--- config.mk ---
export PLATFORM = sky130hd
export DESIGN_NAME = dds_key_ctrl_flat
export DESIGN_NICKNAME = d
export VERILOG_FILES = /design/src/rtl/dds_key_pkg.sv /design/src/rtl/dds_key_if.sv /design/src/rtl/dds_key_filter.sv /design/src/rtl/dds_key_ctrl.sv /design/src/flat_wrapper.sv
export SDC_FILE = /design/constraint.sdc
export NUM_CORES = 1
export LEC_CHECK = 0
export BUFFER_PORTS_ARGS = -buffer_cell sky130_fd_sc_hd__buf_2
export CELL_PAD_IN_SITES_DETAIL_PLACEMENT = 1
export CELL_PAD_IN_SITES_GLOBAL_PLACEMENT = 2
export CORE_MARGIN = 2
export CORE_UTILIZATION = 34
export CTS_BUF_LIST = sky130_fd_sc_hd__clkbuf_16
export CTS_CLUSTER_SIZE = 30
export DETAILED_ROUTE_END_ITERATION = 10
export HOLD_SLACK_MARGIN = 0.12
export PLACE_DENSITY = 0.81
export SYNTH_ARGS = -nofsm -noshare
export SYNTH_HDL_FRONTEND = slang
export SYNTH_HIERARCHICAL = 1
export SYNTH_SLANG_ARGS = --single-unit
--- constraint.sdc ---
create_clock -name clk -period 2.4 [get_ports clk]
set_input_delay 0.12 -clock clk [delete_from_list [all_inputs] [get_ports clk]]
set_output_delay 0.12 -clock clk [all_outputs]
set_load 0.02 [all_outputs]
--- src/rtl/dds_key_pkg.sv ---
// Shared constants and types for the DDS key controller: frequency table, phase step,
// key indices and the debounce FSM state type.
package dds_key_pkg;

    localparam int NumKeys   = 4;
    localparam int KeyFreqA  = 0;
    localparam int KeyFreqB  = 1;
    localparam int KeyPhaseB = 2;
    localparam int KeyReset  = 3;

    // Tuning words for a 32-bit phase accumulator clocked at 50 MHz.
    localparam logic [31:0] FreqWord1k   = 32'd85_899;
    localparam logic [31:0] FreqWord10k  = 32'd858_993;
    localparam logic [31:0] FreqWord100k = 32'd8_589_935;
    localparam logic [31:0] FreqWord1M   = 32'd85_899_346;

    localparam logic [11:0] PhaseStep = 12'd1024;

    typedef enum logic [1:0] {
        StIdle,
        StPressFilt,
        StDown,
        StRelFilt
    } deb_state_e;

    function automatic logic [31:0] freq_word(input logic [1:0] idx);
        case (idx)
            2'd0:    return FreqWord1k;
            2'd1:    return FreqWord10k;
            2'd2:    return FreqWord100k;
            default: return FreqWord1M;
        endcase
    endfunction

endpackage

--- src/rtl/dds_key_if.sv ---
// Key inputs and DDS control words between the key controller and its consumer.
interface dds_key_if;

    logic [3:0]  key;
    logic [31:0] fwordA;
    logic [31:0] fwordB;
    logic [11:0] pwordA;
    logic [11:0] pwordB;
    logic [1:0]  freq_selA;
    logic [1:0]  freq_selB;
    logic        cfg_update;

    modport master (
        input  key,
        output fwordA,
        output fwordB,
        output pwordA,
        output pwordB,
        output freq_selA,
        output freq_selB,
        output cfg_update
    );

    modport slave (
        output key,
        input  fwordA,
        input  fwordB,
        input  pwordA,
        input  pwordB,
        input  freq_selA,
        input  freq_selB,
        input  cfg_update
    );

endinterface

--- src/rtl/dds_key_filter.sv ---
// Synchronizer plus debounce FSM for one active-low key; emits a one-cycle press pulse.
// Auto-repeat while held is built only when DDS_KEY_AUTOREPEAT_EN is defined.
module dds_key_filter
    import dds_key_pkg::*;
#(
    parameter int unsigned DEBOUNCE_CNT = 1_000_000
`ifdef DDS_KEY_AUTOREPEAT_EN
    ,
    parameter int unsigned REPEAT_CNT   = 25_000_000,
    parameter bit          REPEAT_EN    = 1'b1
`endif
) (
    input  logic clk,
    input  logic reset_n,
    input  logic key_raw,
    output logic press
);

    localparam int unsigned CntW = (DEBOUNCE_CNT > 1) ? $clog2(DEBOUNCE_CNT) : 1;
    localparam logic [CntW-1:0] CntMax = CntW'(DEBOUNCE_CNT - 1);

    logic [1:0]      sync_q;
    logic            key_s;
    deb_state_e      state_q;
    logic [CntW-1:0] cnt_q;
    logic            press_q;

    // Reset to 1 so a reset never looks like a key going down.
    always_ff @(posedge clk or negedge reset_n) begin
        if (!reset_n) begin
            sync_q <= 2'b11;
        end else begin
            sync_q <= {sync_q[0], key_raw};
        end
    end

    assign key_s = sync_q[1];

`ifdef DDS_KEY_AUTOREPEAT_EN
    localparam int unsigned RepW = (REPEAT_CNT > 1) ? $clog2(REPEAT_CNT) : 1;
    localparam logic [RepW-1:0] RepMax = RepW'(REPEAT_CNT - 1);

    logic [RepW-1:0] rep_q;
`endif

    always_ff @(posedge clk or negedge reset_n) begin
        if (!reset_n) begin
            state_q <= StIdle;
            cnt_q   <= '0;
            press_q <= 1'b0;
`ifdef DDS_KEY_AUTOREPEAT_EN
            rep_q   <= '0;
`endif
        end else begin
            press_q <= 1'b0;
            unique case (state_q)
                StIdle: begin
                    if (!key_s) begin
                        state_q <= StPressFilt;
                        cnt_q   <= '0;
                    end
                end
                StPressFilt: begin
                    if (key_s) begin
                        state_q <= StIdle;
                        cnt_q   <= '0;
                    end else if (cnt_q == CntMax) begin
                        state_q <= StDown;
                        cnt_q   <= '0;
                        press_q <= 1'b1;
`ifdef DDS_KEY_AUTOREPEAT_EN
                        rep_q   <= '0;
`endif
                    end else begin
                        cnt_q <= cnt_q + 1'b1;
                    end
                end
                StDown: begin
                    if (key_s) begin
                        state_q <= StRelFilt;
                        cnt_q   <= '0;
                    end
`ifdef DDS_KEY_AUTOREPEAT_EN
                    else if (REPEAT_EN) begin
                        if (rep_q == RepMax) begin
                            press_q <= 1'b1;
                            rep_q   <= '0;
                        end else begin
                            rep_q <= rep_q + 1'b1;
                        end
                    end
`endif
                end
                StRelFilt: begin
                    if (!key_s) begin
                        // Bounce during release: back to held, repeat period restarts.
                        state_q <= StDown;
                        cnt_q   <= '0;
`ifdef DDS_KEY_AUTOREPEAT_EN
                        rep_q   <= '0;
`endif
                    end else if (cnt_q == CntMax) begin
                        state_q <= StIdle;
                        cnt_q   <= '0;
                    end else begin
                        cnt_q <= cnt_q + 1'b1;
                    end
                end
                default: begin
                    state_q <= StIdle;
                    cnt_q   <= '0;
                end
            endcase
        end
    end

    assign press = press_q;

endmodule

--- src/rtl/dds_key_ctrl.sv ---
// Four debounced push-buttons driving DDS frequency/phase control words for two channels.
// Optional feature macro: DDS_KEY_AUTOREPEAT_EN (auto-repeat on held keys 0..2).
module dds_key_ctrl
    import dds_key_pkg::*;
#(
    parameter int unsigned DEBOUNCE_CNT = 1_000_000,
    parameter int unsigned REPEAT_CNT   = 25_000_000
) (
    input  logic      clk,
    input  logic      reset_n,
    dds_key_if.master bus
);

    if (DEBOUNCE_CNT == 0 || REPEAT_CNT == 0) begin : g_bad_param
        $error("dds_key_ctrl: DEBOUNCE_CNT and REPEAT_CNT must be nonzero");
    end

    logic [NumKeys-1:0] press;

    for (genvar i = 0; i < NumKeys; i++) begin : g_filter
        dds_key_filter #(
            .DEBOUNCE_CNT(DEBOUNCE_CNT)
`ifdef DDS_KEY_AUTOREPEAT_EN
            ,
            .REPEAT_CNT  (REPEAT_CNT),
            .REPEAT_EN   (i != KeyReset)
`endif
        ) u_filter (
            .clk    (clk),
            .reset_n(reset_n),
            .key_raw(bus.key[i]),
            .press  (press[i])
        );
    end

    logic [1:0]  sel_a_q;
    logic [1:0]  sel_b_q;
    logic [31:0] fword_a_q;
    logic [31:0] fword_b_q;
    logic [11:0] pword_b_q;
    logic        cfg_update_q;

    // Reset key wins outright; the other three may all land in the same cycle.
    always_ff @(posedge clk or negedge reset_n) begin
        if (!reset_n) begin
            sel_a_q      <= 2'd0;
            sel_b_q      <= 2'd0;
            fword_a_q    <= FreqWord1k;
            fword_b_q    <= FreqWord1k;
            pword_b_q    <= 12'd0;
            cfg_update_q <= 1'b0;
        end else begin
            cfg_update_q <= 1'b0;
            if (press[KeyReset]) begin
                sel_a_q      <= 2'd0;
                sel_b_q      <= 2'd0;
                fword_a_q    <= FreqWord1k;
                fword_b_q    <= FreqWord1k;
                pword_b_q    <= 12'd0;
                cfg_update_q <= 1'b1;
            end else if (|press[KeyPhaseB:KeyFreqA]) begin
                cfg_update_q <= 1'b1;
                if (press[KeyFreqA]) begin
                    sel_a_q   <= sel_a_q + 2'd1;
                    fword_a_q <= freq_word(sel_a_q + 2'd1);
                end
                if (press[KeyFreqB]) begin
                    sel_b_q   <= sel_b_q + 2'd1;
                    fword_b_q <= freq_word(sel_b_q + 2'd1);
                end
                if (press[KeyPhaseB]) begin
                    pword_b_q <= pword_b_q + PhaseStep;
                end
            end
        end
    end

    assign bus.fwordA     = fword_a_q;
    assign bus.fwordB     = fword_b_q;
    assign bus.pwordA     = 12'd0;
    assign bus.pwordB     = pword_b_q;
    assign bus.freq_selA  = sel_a_q;
    assign bus.freq_selB  = sel_b_q;
    assign bus.cfg_update = cfg_update_q;

endmodule
--- src/flat_wrapper.sv ---
// flat-port wrapper written by rule: the top's interface ports become plain ports
module dds_key_ctrl_flat import dds_key_pkg::*;
#(
    parameter int unsigned DEBOUNCE_CNT = 1_000_000,
    parameter int unsigned REPEAT_CNT   = 25_000_000
)
  (clk, reset_n, bus_key, bus_fwordA, bus_fwordB, bus_pwordA, bus_pwordB, bus_freq_selA, bus_freq_selB, bus_cfg_update);
  dds_key_if bus_i ();
  input  logic clk;
  input  logic reset_n;
  input wire logic [$bits(bus_i.key)-1:0] bus_key;
  output wire logic [$bits(bus_i.fwordA)-1:0] bus_fwordA;
  output wire logic [$bits(bus_i.fwordB)-1:0] bus_fwordB;
  output wire logic [$bits(bus_i.pwordA)-1:0] bus_pwordA;
  output wire logic [$bits(bus_i.pwordB)-1:0] bus_pwordB;
  output wire logic [$bits(bus_i.freq_selA)-1:0] bus_freq_selA;
  output wire logic [$bits(bus_i.freq_selB)-1:0] bus_freq_selB;
  output wire logic [$bits(bus_i.cfg_update)-1:0] bus_cfg_update;
  assign bus_i.key = bus_key;
  assign bus_fwordA = bus_i.fwordA;
  assign bus_fwordB = bus_i.fwordB;
  assign bus_pwordA = bus_i.pwordA;
  assign bus_pwordB = bus_i.pwordB;
  assign bus_freq_selA = bus_i.freq_selA;
  assign bus_freq_selB = bus_i.freq_selB;
  assign bus_cfg_update = bus_i.cfg_update;
  dds_key_ctrl #(.DEBOUNCE_CNT(DEBOUNCE_CNT), .REPEAT_CNT(REPEAT_CNT)) u_core (.clk(clk), .reset_n(reset_n), .bus(bus_i));
endmodule
* Yosys cells after proc, flatten, opt, wreduce, memory -nomap -nowiden
Index checks and enable logic that the tools add are counted.
** Storage, ports and cells
- Output and inout port bits :: 93
- Word-level logic and storage cells :: 170
- Input port bits :: 6
- Register bits after elaboration :: 181
** Cells by class
- Muxes and demuxes :: 83
- Equal/unequal tests :: 36
- Reduce and logical (&&, ||, !) cells :: 22
- Add/subtract/negate cells :: 7
** Operators with widths (count)
- 2-to-1 mux 20 bit :: 20
- case mux 20 bit (4 select lines) :: 4
- 2-to-1 mux 32 bit :: 6
- case mux 27 bit (3 select lines) :: 2
- adder 20 x 1 -> 20 bit, second input constant :: 4
- equality test 20 bit, second input constant :: 4
- 2-to-1 mux 2 bit :: 30
- 2-to-1 mux 12 bit :: 3
- case mux 2 bit (4 select lines) :: 4
- inequality test 3 bit, second input constant :: 8
- equality test 2 bit, second input constant :: 10
- inequality test 2 bit, second input constant :: 8
- AND reduction 4 bit :: 4
- 2-to-1 mux 1 bit :: 14
- AND reduction 2 bit :: 7
- adder 12 x 11 -> 12 bit, second input constant :: 1
- equality test 2 x 1 -> 1 bit, second input constant :: 6
- zero test 2 bit :: 6
- nonzero test 2 bit :: 4
- adder 2 x 1 -> 2 bit, second input constant :: 2
- OR reduction 3 bit :: 1

* Logic depth before layout (Yosys ltp)
Gate-level depths: netlist (run 1).
- Depth after elaboration :: 6
- Depth in mapped cells :: 8
- Mapped depth without buffers :: 6

* Hierarchy
The synthesis (run 1) kept the hierarchy.
** By module, submodules not included
- dds_key_filter at u_core.g_filter[0].u_filter ... :: cells each 138, times used 3, area an instance 1332.5 µm², sequential area each 628.1 µm²
- dds_key_ctrl :: cells each 179, times used 1, area an instance 1757.9 µm², sequential area each 690.7 µm²
- dds_key_filter at u_core.g_filter[3].u_filter :: cells each 149, times used 1, area an instance 1337.5 µm², sequential area each 628.1 µm²

* Worst setup path before layout (run 1)
Ideal clock, no wire load.
- Kind :: register -> register
- Start point :: register u_core.g_filter[3].u_filter.cnt_q[10]
- End point :: register u_core.g_filter[3].u_filter.cnt_q[13]
- Required time :: 2281 ps
- Path buffers :: 2
- Setup time :: 119 ps
- Setup slack :: 473 ps
- Data arrival time :: 1808 ps
- Period minus slack after synthesis :: 1927 ps
- Stages on the path, launching flop included :: 8
- Cell sequence :: dfrtp_1 clkbuf_2 or4b_1 nor4_2 a21o_1 buf_4 o21ai_0 a21bo_1
** On the way
- Cells in the longest elaborated chain, start to end :: 4
- Elaborated cells between the ends (all ways) :: 6
- Those cells by class :: add/sub: 1; eq/ne: 1; mux: 4
** Ends and longest elaborated chain
- from (decl) :: line dds_key_filter.sv:25 : logic [CntW-1:0] cnt_q;
- from (signal assigned) :: line dds_key_filter.sv:75 : cnt_q <= cnt_q + 1'b1;
- from (signal assigned) :: line dds_key_filter.sv:106 : cnt_q <= cnt_q + 1'b1;
- adder 20 x 1 -> 20 bit or equality test 20 bit (tied branches)
- 2-to-1 mux 20 bit (*) :: line dds_key_filter.sv:67, dds_key_filter.sv:102
- 2-to-1 mux 20 bit, on equally long branches :: line dds_key_filter.sv:95, dds_key_filter.sv:64
- case mux 20 bit (4 select lines) (*) :: line dds_key_filter.sv:56 : unique case (state_q)
Mark *: on every way between the ends. The rest lies on a longest branch, timed or not.
A chain may end at the register's enable or synchronous reset.

* Final worst setup path (run 1)
- Start point :: register u_core.g_filter[3].u_filter.cnt_q[13]
- End point :: register u_core.g_filter[3].u_filter.cnt_q[12]
** On the way
- Cells in the longest elaborated chain, start to end :: 4
- Elaborated cells between the ends (all ways) :: 5
- Those cells by class :: eq/ne: 1; mux: 4
** Ends and longest elaborated chain (line)
- equality test 20 bit (*) :: dds_key_filter.sv:67, dds_key_filter.sv:102
- 2-to-1 mux 20 bit (*) :: dds_key_filter.sv:67, dds_key_filter.sv:102
- 2-to-1 mux 20 bit, on equally long branches :: dds_key_filter.sv:95, dds_key_filter.sv:64
- case mux 20 bit (4 select lines) (*) :: dds_key_filter.sv:56
Marked as above.

==> run summary, run 1 <==
Clock-pin slew on the worst setup and hold paths: 0.06 ns
Cell Count, Final, Fillers Out: 1,073
Mapped Cells: 742
Peak VDD IR: 0.572 mV
Yosys cell types: 55
Initial antenna violation count: 0
Final ANT Viol Nets: 0
Fmax: 452 MHz
Layout Utilization: 0.395
Yosys reg bits: 127
Rows: 52
Setup Skew: 0.00818 ns
H-tree depth: 4
Largest family of logic cells by synthesized area: simple AND/OR/NAND/NOR gates
Via count: 5,446
Crit-path cells: or4b_1, nor4_2, a21oi_1, buf_4, a41oi_1, a31oi_1
Final-report hold violation count: 0
CP max-delay cell: or4b_1
Simple-Gate Fraction of Synth Area: 0.229
Top-count cell post-synth: dfrtp_1
Slew Limit Fails: 0
Leakage: 3.60 nW
Outcome: completed
Slew @ Worst Pin: 0.799 ns
# nets final: 808
Post-synth top area share: 0.377
Drt pass-1 iters: 4
Antenna Diode Count: 0
Synth top area cells: dfrtp_1 (38%), buf_4 (7.4%), dfstp_2 (7.4%)
Period utilization: 0.923
Max-cap violation count: 0
XOR/XNOR Fraction of Synth Area: 0.0272
Critical Path End Type: flip-flop
CP delay by family, top: simple AND/OR/NAND/NOR gates
Crit path launch type: flip-flop
Number of I/O pins: 99
Pwr Density: 848 mW/mm^2
Crit Reg-Reg Startpoint: u_core/g_filter[3].u_filter/cnt_q[13]
Worst setup endpoint: u_core/g_filter[3].u_filter/cnt_q[12]
Average vias per placed instance: 5.08
Synth async-reset ratio: 1.00
RSZ-0062 raised after global routing: false
Register area share after synthesis: 0.452
Placed Instances: 1,036
Area occupied by multi-input gates: 0.00327 sq mm
Root buffer cell: clkbuf_16
Layout area overhead: 13.3%
Largest net degree at the start of global routing: 51
Crit path required time: 2.69 ns
DRC viols: 0
Crit Path Max Fanout: 14
GR Util All Layers: 0.156
Setup CP Type: flip-flop to flip-flop
Slowest Stage Delay on Critical Path: 0.58 ns
Vias in the first global route: 5,490
CTS tree: done
Ys Warns: 6
Setup-failing EPs final: 0
Post-synth EDFFs: 0
Commonest cells post-synth: dfrtp_1 (107), buf_4 (70), nand2_1 (65)
Hold crit path type: input port to async pin
R2r setup slk: 0.19 ns
Total CTS buffers: 17
R2R Path End: u_core/g_filter[3].u_filter/cnt_q[12]
Initial Utilization: 0.348
Setup bufs post-CTS: 0
GP Congestion: 0.753
Setup TNS: 0 ns
Fin Hold WS: 0.175 ns
Detailed Place HPWL: 11,300 um
Average cell area after synthesis: 9.56 sq um
Post-synth top flop: dfrtp_1
Die Wd: 148 um
CTS Sinks: 127
Share of cells above drive strength 1: 0.198
Port Buffers: 60
Die height: 148 um
Synth Area in Compound Gates: 0.160
Post-layout min period: 2.21 ns
Total global routing overflow: 0
Post-DR wirelength/cell: 15.2 um
First DRT Iteration DRCs: 266
Register Area: 0.00320 sq mm
Synth Area in Adders: 0.0212
Worst skew pair latency: 0.42 ns
Yosys top cell by area: dfrtp_1
Crit path buffers/inverters: 1
FILL cells: 2,380
Critical Path AT: 2.50 ns
Max clock buf depth: 2
R2r worst-path depth: 6
Max_slew headroom: 0.467
Synthesized cell area: 0.00709 sq mm
First-pass GRT wire length: 27,800 um
Post-Route WL: 16,300 um
Total core area: 0.0204 sq mm
Worst path depth: 6
DIE AREA: 0.0220 sq mm
Mux cell area share after synthesis: 0.00141
Worst setup startpoint: u_core/g_filter[3].u_filter/cnt_q[13]
## timing repair
action,4_1_cts,5_1_grt
hold endpoints to repair,114,0
resized for setup,0,2
setup endpoints to repair,0,3
hold buffers,5,0
## area by class of cell
cell class | instances | share of cell area
clock buffers | 17 | 0.0529
clock inverters | 15 | 0.0223
inverters | 23 | 0.0107
multi-input cells | 535 | 0.406
flip-flops and latches | 127 | 0.399
well taps | 270 | 0.0420
repair buffers | 86 | 0.0671
## kinds of logic after synthesis
kind of cell             count (synthesis)
AND/OR/NAND/NOR                        280
AO/OA/AOI/OAI                          182
flip-flops                             127
buffers and inverters                  117
XOR/XNOR                                22
adder cells (fa/ha/maj)                 12
other                                    1
multiplexers                             1
## sequential cells by signal (all words and copies together) (netlist names)
name and cells:
u_core/bus.pwordB 2, u_core/bus.freq_selA 1, u_core/bus.fwordA 11, u_core/bus.fwordB 12, u_core/g_filter.u_filter/sync_q 8, u_core/bus.cfg_update 1, u_core/g_filter.u_filter/state_q 8, u_core/g_filter.u_filter/cnt_q 80
u_core/g_filter.u_filter/press 4
## cell usage in the layout (no fill, tap or decap), drive strengths merged, types with 16 or more instances in the layout
cell type and count:
nor3 16, or3 17, conb 38, dfstp 20, buf 81, a21o 20
dfrtp 107, nor4 18, nand2b 24, a31oi 29, nor2 24, nand3 49
clkbuf 17, nand2 66, a21oi 48, inv 25, o21ai 57
## how the worst min path moves through the flow
stage,from,end,slack (ns),cells after the start
after floorplan,reset_n,u_core/bus.cfg_update,-0.18,0
after global placement,reset_n,u_core/g_filter[0].u_filter/cnt_q[10],0.05,1
after detailed placement,reset_n,u_core/g_filter[0].u_filter/cnt_q[10],0.05,1
after CTS,reset_n,u_core/g_filter[0].u_filter/cnt_q[10],0.18,2
after global routing,reset_n,u_core/g_filter[0].u_filter/cnt_q[12],0.20,2
final,reset_n,u_core/g_filter[0].u_filter/cnt_q[12],0.18,2
## worst reg2reg max path, cell delays in order (launching register included)
cell	delay [ns]
dfrtp_1	0.42
or4b_1	0.58
nor4_2	0.32
a21oi_1	0.22
buf_4	0.25
a41oi_1	0.22
a31oi_1	0.07
## routing by layer
metal | GRT usage | routed length (um) | vias up
li1 | - | - | 2647
met1 | 0.213 | 7960 | 2713
met2 | 0.251 | 7690 | 74
met3 | 0.0371 | 546 | 12
met4 | 0.0405 | 156 | 0
met5 | 0 | 0 | -
## through the flow
step | power, W | instance area, sq um | worst slack (ns)
finish | 0.00681 | 8040 | 0.186
global route | 0.00721 | 8040 | 0.0444
CTS | 0.00690 | 8020 | 0.100
detailed placement | 0.00417 | 7370 | 0.182
global placement | 0.00414 | 7370 | 0.251
floorplan | 0.00376 | 7230 | 0.473
## power by group
part | switching [W] | internal [W]
registers | 0.000176 | 0.00230
clock network | 0.000952 | 0.00171
logic | 0.00111 | 0.000558
total | 0.00224 | 0.00457
(Power assumes the default switching activity.)
==> inputs of run 2 (changes only) <==
- GPL_ROUTABILITY_DRIVEN: default -> 0
- SLEW_MARGIN: default -> 40
- SYNTH_HIERARCHICAL: 1 -> default
==> run 2 against run 1 <==
Effect of this change:
- largest power group unchanged
- non-clock buffer count is 12 lower
- worst setup slack better by 0.12 ns
- routed wire length is 0.36% lower
- critical endpoint is now u_core.g_filter[2].u_filter.cnt_q[2]
==> run summary, run 2 <==
Outcome: completed (unchanged)
Synth top area cells: dfrtp_1 (38%), dfstp_2 (7.5%), buf_4 (7.3%) (was dfrtp_1 (38%), buf_4 (7.4%), dfstp_2 (7.4%))
Yosys top cell by area: dfrtp_1 (unchanged)
Max_slew headroom: 0.517 (was 0.467)
Post-synth top area share: 0.384 (was 0.377)
Die height: 147 um (was 148 um)
Critical Path End Type: flip-flop (unchanged)
GR Util All Layers: 0.154 (was 0.156)
Yosys cell types: 63 (was 55)
Yosys reg bits: 127 (unchanged)
Peak VDD IR: 0.433 mV (was 0.572 mV)
Fmax: 478 MHz (was 452 MHz)
Max clock buf depth: 2 (unchanged)
Period utilization: 0.872 (was 0.923)
Via count: 5,432 (was 5,446)
Ys Warns: 0 (was 6)
Crit-path cells: ha_1, and3_1, nand3_2, o311ai_4, nor3b_1, a21o_1 (was or4b_1, nor4_2, a21oi_1, buf_4, a41oi_1, a31oi_1)
Hold crit path type: input port to async pin (unchanged)
CP max-delay cell: o311ai_4 (was or4b_1)
First-pass GRT wire length: 27,000 um (was 27,800 um)
Final ANT Viol Nets: 0 (unchanged)
DIE AREA: 0.0217 sq mm (was 0.0220 sq mm)
Max reg flops: 80 (unchanged)
Post-DR wirelength/cell: 15.7 um (was 15.2 um)
Drt pass-1 iters: 6 (was 4)
Post-layout min period: 2.09 ns (was 2.21 ns)
Rows: 52 (unchanged)
Synth async-reset ratio: 1.00 (unchanged)
Slew @ Worst Pin: 0.721 ns (was 0.799 ns)
Crit path launch type: flip-flop (unchanged)
Setup TNS: 0 ns (unchanged)
# nets final: 775 (was 808)
Slowest Stage Delay on Critical Path: 0.56 ns (was 0.58 ns)
Total CTS buffers: 17 (unchanged)
Average cell area after synthesis: 9.70 sq um (was 9.56 sq um)
Power Total: 0.00660 W (was 0.00681 W)
Number of I/O pins: 99 (unchanged)
Worst skew pair latency: 0.42 ns (about the same)
Port Buffers: 60 (unchanged)
CTS Sinks: 127 (unchanged)
H-tree depth: 4 (unchanged)
Setup Skew: 0.00868 ns (was 0.00818 ns)
CP delay by family, top: compound AO/OA/AOI/OAI gates (was simple AND/OR/NAND/NOR gates)
Detailed Place HPWL: 11,200 um (was 11,300 um)
Root buffer cell: clkbuf_16 (unchanged)
Total core area: 0.0202 sq mm (was 0.0204 sq mm)
Leakage: 3.60 nW (about the same)
Clock-pin slew on the worst setup and hold paths: 0.06 ns (about the same)
Pwr Density: 848 mW/mm^2 (about the same)
Most frequent cells in the layout: dfrtp_1 (107), buf_2 (59), nand2_1 (58) (was dfrtp_1 (107), nand2_1 (65), buf_2 (59))
Setup-failing EPs final: 0 (unchanged)
Layout area overhead: 11.6% (was 13.3%)
Mapped Cells: 720 (was 742)
Setup CP Type: flip-flop to flip-flop (unchanged)
Antenna Diode Count: 0 (unchanged)
Reg with most FFs: u_core.g_filter.u_filter.cnt_q (was u_core/g_filter.u_filter/cnt_q)
Crit path required time: 2.70 ns (was 2.69 ns)
Leading cell type in the layout, fill and taps excluded: dfrtp_1 (unchanged)
Crit path buffers/inverters: 0 (was 1)
Post-synth EDFFs: 0 (unchanged)
Total global routing overflow: 0 (unchanged)
Crit Path Max Fanout: 10 (was 14)
Die Wd: 147 um (was 148 um)
DRC viols: 0 (unchanged)
CTS tree: done (unchanged)
RSZ-0062 raised after global routing: false (unchanged)
Synthesized cell area: 0.00698 sq mm (was 0.00709 sq mm)
Critical Path AT: 2.40 ns (was 2.50 ns)
Average vias per placed instance: 5.22 (was 5.08)
Share of cells above drive strength 1: 0.184 (was 0.198)
Initial antenna violation count: 0 (unchanged)
Vias in the first global route: 5,445 (was 5,490)
Initial Utilization: 0.346 (was 0.348)
Post-synth top flop: dfrtp_1 (unchanged)
First DRT Iteration DRCs: 320 (was 266)
Slew Limit Fails: 0 (unchanged)
Post-Route WL: 16,300 um (about the same)
Largest net degree at the start of global routing: 58 (was 51)
Register area share after synthesis: 0.459 (was 0.452)
Commonest cells post-synth: dfrtp_1 (107), buf_4 (68), nand2_1 (58) (was dfrtp_1 (107), buf_4 (70), nand2_1 (65))
Top-count cell post-synth: dfrtp_1 (unchanged)
Final-report hold violation count: 0 (unchanged)
Max-cap violation count: 0 (unchanged)
-- run 2: changes by cell type after synthesis, sizes merged, moves of 8 or more --
cell / before / now
nor2: 24 / 49
nor4: 18 / 9
a31oi: 29 / 41
nand3: 49 / 34
or3: 17 / 8
a21o: 20 / 11
o21ai: 57 / 42
a41oi: 1 / 9
or2: 15 / 7
nand2: 66 / 58
-- run 2: path summary, 6_finish.rpt --
path                                                        from                                     to  slack [ns]  depth (start not counted)
setup / recovery            u_core.g_filter[2].u_filter.cnt_q[0]   u_core.g_filter[2].u_filter.cnt_q[2]        0.31                          6
hold / removal                                           reset_n   u_core.g_filter[3].u_filter.cnt_q[0]        0.26                          2
setup reg to reg            u_core.g_filter[2].u_filter.cnt_q[0]   u_core.g_filter[2].u_filter.cnt_q[2]        0.31                          6
hold reg to reg            u_core.g_filter[1].u_filter.sync_q[0]  u_core.g_filter[1].u_filter.sync_q[1]        0.35                          0
max in group asynchronous                                reset_n                   u_core.bus.fwordA[3]        1.30                          3
min in group clk                                      bus_key[2]  u_core.g_filter[2].u_filter.sync_q[0]        0.33                          2
-- run 2: logic make-up after synthesis --
family / synth area share
XOR/XNOR: 0.0274
buffers and inverters: 0.106
AO/OA/AOI/OAI: 0.165
adder cells (fa/ha/maj): 0.0215
other: 0.000537
multiplexers: 0.00878
flip-flops: 0.459
AND/OR/NAND/NOR: 0.212
-- run 2: power by group --
| part | internal [W] | switching [W] |
|---|---|---|
| sequential | 0.00230 | 0.000192 |
| combinational | 0.000518 | 0.00110 |
| clock | 0.00159 | 0.000910 |
-- run 2: timing repair --
action                                 in CTS  in global routing
resized for setup                           0                  0
setup buffers                               0                  0
hold buffers                                5                  0
endpoints found under the hold margin      47                  0
-- run 2: area by class of cell --
class / instances / area (sq um)
clock inverter: 15 / 136
tap: 270 / 338
fill: 2324 / 12400
timing repair buffer: 74 / 433
inverter: 19 / 71.3
sequential: 127 / 3200
clock buffer: 17 / 425
multi-input combinational: 518 / 3180
-- run 2: worst register-to-register path: stages (launching register included) --
cell and delay (ns):
dfrtp_1 0.41, ha_1 0.22, and3_1 0.28, nand3_2 0.18, o311ai_4 0.56, nor3b_1 0.14
a21o_1 0.19
-- run 2: layer usage --
metal / up-vias / GRT usage / part of all wire
met3: 20 / 0.0354 / 0.037
met4: 0 / 0.0538 / 0.015
met5: - / 0 / 0
met1: 2729 / 0.192 / 0.46
met2: 114 / 0.262 / 0.48
li1: 2569 / - / -
-- run 2: through the flow --
stage / util / setup slack [ns] / cell area [sq um] / hold slack (ns) / instances
4_1_cts: 0.386 / 0.314 / 7790 / 0.272 / 1040
6_report: 0.386 / 0.307 / 7790 / 0.255 / 1040
3_5_place_dp: 0.356 / 0.320 / 7180 / 0.184 / 1003
5_1_grt: 0.386 / 0.157 / 7790 / 0.305 / 1040
2_1_floorplan: - / 0.609 / 7120 / -0.176 / 757
3_3_place_gp: 0.356 / 0.471 / 7180 / 0.172 / 1003
